<file path="config.mk">
export PLATFORM = sky130hd
export DESIGN_NAME = gcd_share_arbiter
export DESIGN_NICKNAME = d
export VERILOG_FILES = /design/src/rtl/gcd_arb_pkg.sv /design/src/rtl/rr_arbiter.sv /design/src/rtl/gcd_share_arbiter.sv
export SDC_FILE = /design/constraint.sdc
export NUM_CORES = 1
export LEC_CHECK = 0
export ABC_AREA = 1
export BUFFER_PORTS_ARGS = -buffer_cell sky130_fd_sc_hd__buf_4
export CORE_UTILIZATION = 30
export DETAILED_ROUTE_END_ITERATION = 7
export GPL_TIMING_DRIVEN = 0
export PLACE_DENSITY = 0.66
export SYNTH_ARGS = -nofsm -noshare
export SYNTH_HDL_FRONTEND = slang
export SYNTH_SLANG_ARGS = --single-unit
</file>
<file path="constraint.sdc">
create_clock -name clk -period 2.05 [get_ports clk]
set_clock_uncertainty 0.15 [all_clocks]
set_input_delay 0.41 -clock clk [delete_from_list [all_inputs] [get_ports clk]]
set_output_delay 0.41 -clock clk [all_outputs]
set_load 0.005 [all_outputs]
</file>
<file path="src/rtl/gcd_arb_pkg.sv">
// Shared definitions for the GCD share arbiter: FSM state encoding and
// default widths/limits used when the top is instantiated without overrides.
package gcd_arb_pkg;

  localparam int GCD_DATA_W  = 16;
  localparam int GCD_TIMEOUT = 1024;

  typedef enum logic [1:0] {
    ST_IDLE  = 2'd0,
    ST_START = 2'd1,
    ST_WAIT  = 2'd2,
    ST_RESP  = 2'd3
  } arb_state_e;

endpackage

</file>
<file path="src/rtl/rr_arbiter.sv">
// Combinational round-robin picker: first set request at or after ptr,
// wrapping to 0. Returns a one-hot grant and its binary index.
module rr_arbiter #(
  parameter int N_REQ = 4,
  parameter int IDX_W = $clog2(N_REQ)
) (
  input  logic [N_REQ-1:0] req,
  input  logic [IDX_W-1:0] ptr,
  output logic [N_REQ-1:0] grant,
  output logic [IDX_W-1:0] grant_idx
);

  logic found;

  always_comb begin
    grant     = '0;
    grant_idx = '0;
    found     = 1'b0;
    // pass 1 scans ptr..N_REQ-1, pass 2 wraps through the low indices
    for (int i = 0; i < N_REQ; i++) begin
      if (!found && req[i] && (IDX_W'(i) >= ptr)) begin
        found     = 1'b1;
        grant[i]  = 1'b1;
        grant_idx = IDX_W'(i);
      end
    end
    for (int i = 0; i < N_REQ; i++) begin
      if (!found && req[i]) begin
        found     = 1'b1;
        grant[i]  = 1'b1;
        grant_idx = IDX_W'(i);
      end
    end
  end

endmodule

</file>
<file path="src/rtl/gcd_share_arbiter.sv">
// Shares a single GCD datapath between N_REQ clients: round-robin grant,
// operand latch, Begin pulse, Complete rising-edge capture and a WAIT timeout.
module gcd_share_arbiter
  import gcd_arb_pkg::*;
#(
  parameter int N_REQ   = 4,
  parameter int DATA_W  = GCD_DATA_W,
  parameter int TIMEOUT = GCD_TIMEOUT
) (
  input  logic                    clk,
  input  logic                    rst_n,
  input  logic [N_REQ-1:0]        req,
  input  logic [N_REQ*DATA_W-1:0] a_in,
  input  logic [N_REQ*DATA_W-1:0] b_in,
  output logic [N_REQ-1:0]        ack,
  output logic [N_REQ-1:0]        done,
  output logic [DATA_W-1:0]       result,
  output logic                    err,
  output logic                    busy,
  output logic                    gcd_begin,
  output logic [DATA_W-1:0]       gcd_a,
  output logic [DATA_W-1:0]       gcd_b,
  input  logic                    gcd_complete,
  input  logic [DATA_W-1:0]       gcd_result
);

  localparam int IDX_W = $clog2(N_REQ);
  localparam int TMR_W = $clog2(TIMEOUT);

  arb_state_e                   state, state_nxt;
  logic [IDX_W-1:0]             ptr, arb_idx;
  logic [N_REQ-1:0]             arb_grant, gnt_oh;
  logic [TMR_W-1:0]             timer;
  logic                         complete_d, err_pend;
  logic                         any_req, cmp_rise, tmo;
  logic [N_REQ-1:0][DATA_W-1:0] a_vec, b_vec;

  for (genvar i = 0; i < N_REQ; i++) begin : g_slice
    assign a_vec[i] = a_in[i*DATA_W +: DATA_W];
    assign b_vec[i] = b_in[i*DATA_W +: DATA_W];
  end

  rr_arbiter #(
    .N_REQ (N_REQ),
    .IDX_W (IDX_W)
  ) u_rr (
    .req       (req),
    .ptr       (ptr),
    .grant     (arb_grant),
    .grant_idx (arb_idx)
  );

  assign any_req  = |req;
  // a Complete level still high from the previous op must not count
  assign cmp_rise = gcd_complete & ~complete_d;
  assign tmo      = (timer == TMR_W'(TIMEOUT - 1));

  always_ff @(posedge clk or negedge rst_n) begin
    if (!rst_n) state <= ST_IDLE;
    else        state <= state_nxt;
  end

  always_comb begin
    state_nxt = state;
    unique case (state)
      ST_IDLE:  if (any_req) state_nxt = ST_START;
      ST_START: state_nxt = ST_WAIT;
      ST_WAIT:  if (cmp_rise || tmo) state_nxt = ST_RESP;
      ST_RESP:  state_nxt = ST_IDLE;
      default:  state_nxt = ST_IDLE;
    endcase
  end

  always_ff @(posedge clk or negedge rst_n) begin
    if (!rst_n) begin
      ack        <= '0;
      gcd_begin  <= 1'b0;
      gcd_a      <= '0;
      gcd_b      <= '0;
      result     <= '0;
      ptr        <= '0;
      gnt_oh     <= '0;
      timer      <= '0;
      complete_d <= 1'b0;
      err_pend   <= 1'b0;
    end else begin
      ack        <= '0;
      gcd_begin  <= 1'b0;
      complete_d <= gcd_complete;
      unique case (state)
        ST_IDLE: begin
          if (any_req) begin
            gnt_oh <= arb_grant;
            ack    <= arb_grant;
            gcd_a  <= a_vec[arb_idx];
            gcd_b  <= b_vec[arb_idx];
            ptr    <= (arb_idx == IDX_W'(N_REQ - 1)) ? '0 : arb_idx + 1'b1;
          end
        end
        ST_START: begin
          gcd_begin <= 1'b1;
          timer     <= '0;
          err_pend  <= 1'b0;
        end
        ST_WAIT: begin
          if (cmp_rise) begin
            result <= gcd_result;
          end else if (tmo) begin
            result   <= '0;
            err_pend <= 1'b1;
          end else begin
            timer <= timer + 1'b1;
          end
        end
        default: ;
      endcase
    end
  end

  assign done = (state == ST_RESP) ? gnt_oh : '0;
  assign err  = (state == ST_RESP) & err_pend;
  assign busy = (state != ST_IDLE);

  assert property (@(posedge clk) disable iff (!rst_n) $onehot0(ack));
  assert property (@(posedge clk) disable iff (!rst_n) $onehot0(done));
  assert property (@(posedge clk) disable iff (!rst_n) err |-> (done != '0));
  assert property (@(posedge clk) disable iff (!rst_n) gcd_begin |=> !gcd_begin);

endmodule

</file>
==> flow_metrics.py <==
metrics = {
    "status": {
        "outcome": "finished clean",
    },
    "critical_path": {
        "reg2reg_slack_ns": 0.08,
        "worst_setup_path_start_kind": "flop",
        "endpoint_kind": "flop",
        "cp.arrival_ns": 2.06,
        "critPathMaxFanout": 10,
        "critPathKind": "flop to flop",
        "critical_path_required_ns": 2.13,
    },
    "power": {
        "p_per_area_nw_per_um2": 1190,
        "p_leak_nw": 4.25,
        "total_power_mw": 8.55,
        "vdd_drop_max_mv": 0.523,
    },
    "sta": {
        "slew_headroom_pct": 35.0,
        "final.period_utilization_pct": 96.2,
        "setup_viol": 0,
        "report.final.slew_viol_count": 0,
        "final_hold_viol_count": 0,
        "layout_min_cycle_time_ns": 1.97,
        "setup_ws_ns": 0.0771,
        "worst_slew_pin_slew_ns": 0.975,
        "fmaxAchievable_ghz": 0.507,
    },
    "clock_tree": {
        "cts_tree": "yes",
        "clock-root-buffer": "clkbuf_16",
        "clkTransAtPathRegs_ns": 0.06,
        "cts_sinks": 73,
        "clock_path_buffers": 2,
        "hold_buffers": 0,
        "htree_levels": 3,
        "clk_latency_ns": 0.34,
        "cts_buffers": 9,
    },
    "global_route": {
        "grt_pass1_vias": 5084,
        "grt_usage_pct": 20.0,
        "grt-ovfl-total": 0,
        "antenna_found_initial": 0,
        "grt_pass1_wl_um": 25600,
        "grt_max_degree": 74,
    },
    "place": {
        "numPlacedInstances": 1173,
        "place_ws_ns": -0.167,
        "dpl.hpwl_um": 12000,
        "io_buffers": 209,
        "place_area_um2": 6710,
        "gp_congestion": 0.818,
    },
    "final_layout": {
        "area_growth_pct": 47.1,
        "final_cells": 1193,
        "register_area_um2": 1830,
        "multi_input_area_um2": 2220,
        "n_antenna_cell": 0,
        "fin_nets": 1129,
        "fillers": 1696,
        "post_route_cells_drive_above_1_share_pct": 29.0,
        "design_area_um2": 7170,
    },
    "min_path": {
        "hold_class": "input pin to flop",
    },
    "drt": {
        "drcViolationCount": 0,
        "ant_nets": 0,
        "num_vias": 5396,
        "dr.first_iter.drc_count": 275,
        "dr.pass1.iters": 4,
        "finalWirelength_um": 16200,
        "viasPerCell": 4.52,
        "detail_route.wl_per_cell_um": 13.6,
    },
    "synth": {
        "synth_edf_count": 0,
        "yosysSeqAreaShare_pct": 37.5,
        "synth_common_cells": "nand2_1, inv_1, nand3_1, dfrtp_1, o21ai_0",
        "syn-num-nets": 904,
        "syn_inst": 748,
        "synth.area.top_cells": "dfrtp_1, nand2_1, nand3_1, inv_1, o21ai_0",
        "synthArstFlopShare_pct": 100,
        "synth_top_area_cell": "dfrtp_1",
        "synth_ff_type": "dfrtp_1",
        "yosysUniqueCellTypes": 33,
        "synth_top_area_share_pct": 37.5,
        "syn-cell-area_um2": 4870,
        "synth-seq-cells": 73,
        "synthMostInstantiatedCell": "nand2_1",
        "yosys_warnings": 0,
        "avgSynthCellArea_um2": 6.52,
    },
    "floorplanning": {
        "num_rows": 46,
        "fp.dieW_um": 129,
        "initial_core_util_pct": 30.7,
        "die_h_um": 129,
        "dieArea_um2": 16800,
        "core_area_um2": 15900,
        "ios": 210,
    },
    "job": {
        "drv_cap": 0,
    },
}
-- worst paths after layout --
path                         startpoint          to  cells past startpoint
setup / recovery                 ptr[0]    gcd_a[2]                     11
hold / removal             gcd_complete  complete_d                      1
setup reg to reg                 ptr[0]    gcd_a[2]                     11
hold reg to reg               gcd_b[14]   gcd_b[14]                      2
max in group asynchronous         rst_n   gcd_a[13]                      1
min in group asynchronous         rst_n   result[4]                      1
-- cell usage in the layout, fill, tap and decap left out, types with 3 or more instances in the layout --
master and count:
nand2_1 228, nor2_1 11, inv_1 169, clkbuf_16 9, clkbuf_1 7, nand2_2 4, buf_4 219, buf_6 12
o21ai_0 24, ha_1 5, nand3_1 153, a21oi_1 3, o21ai_1 6, buf_2 11, nor2_2 4, nand4_1 3
dfrtp_1 73
-- metal layers --
layer  wire length (um)  track usage (%)  part of all wire [%]  up-vias
li1                   -                -                     -     2732
met1               7230             26.0                    45     2477
met2               7590             32.5                    47      166
met3               1020             4.46                   6.3       21
met4                328             7.59                   2.0        0
met5                  0                0                     0        -
-- critical path: stages, from the launching register on --
cell,delay (ns)
dfrtp_1,0.44
buf_4,0.16
nor2_1,0.12
nor2_2,0.07
a31oi_4,0.19
buf_6,0.18
buf_4,0.19
nand3_1,0.08
nand3_1,0.11
nand2_1,0.07
nand2_1,0.05
nand2_1,0.05
-- layout make-up --
cell class                 instances  share of cell area [%]
multi-input combinational        463                    30.9
sequential                        73                    25.5
timing repair buffer             215                    22.5
inverter                         172                    9.04
buffer                            39                    3.94
tap                              216                    3.77
clock buffer                      10                    3.19
clock inverter                     5                    1.13
-- report_power, final --
part           internal (mW)  switching, mW
Clock                   1.06          0.634
Combinational           1.95           2.54
Sequential              2.03          0.332
Total                   5.04           3.51
-- through the flow --
step	hold slack (ns)	setup TNS [ns]	utilization, %
6_report	0.0413	0	45.1
5_1_grt	0.0337	-0.185	45.1
4_1_cts	0.0301	0	44.3
3_5_place_dp	0.320	-2.97	42.3
3_3_place_gp	0.314	-2.02	42.3
2_1_floorplan	-0.0356	0	-
-- state kept, by name (all words and copies together) (netlist names) --
signal      flops
complete_d      1
result         16
timer          10
gcd_b          16
ptr             2
gnt_oh          4
err_pend        1
state           2
gcd_a          16
gcd_begin       1
ack             4
-- cells by family after synthesis --
family,Yosys count,share of synthesized area (%)
AO/OA/AOI/OAI,43,5.24
buffers and inverters,212,18.7
AND/OR/NAND/NOR,413,36.9
flip-flops,73,37.5
adder cells (fa/ha/maj),5,1.28
XOR/XNOR,2,0.360
-- timing repair --
item,in CTS,in global routing
setup endpoints to repair,14,54
pin swaps,0,6
resized for setup,2,24
setup buffers,0,6
(Power assumes the default switching activity.)
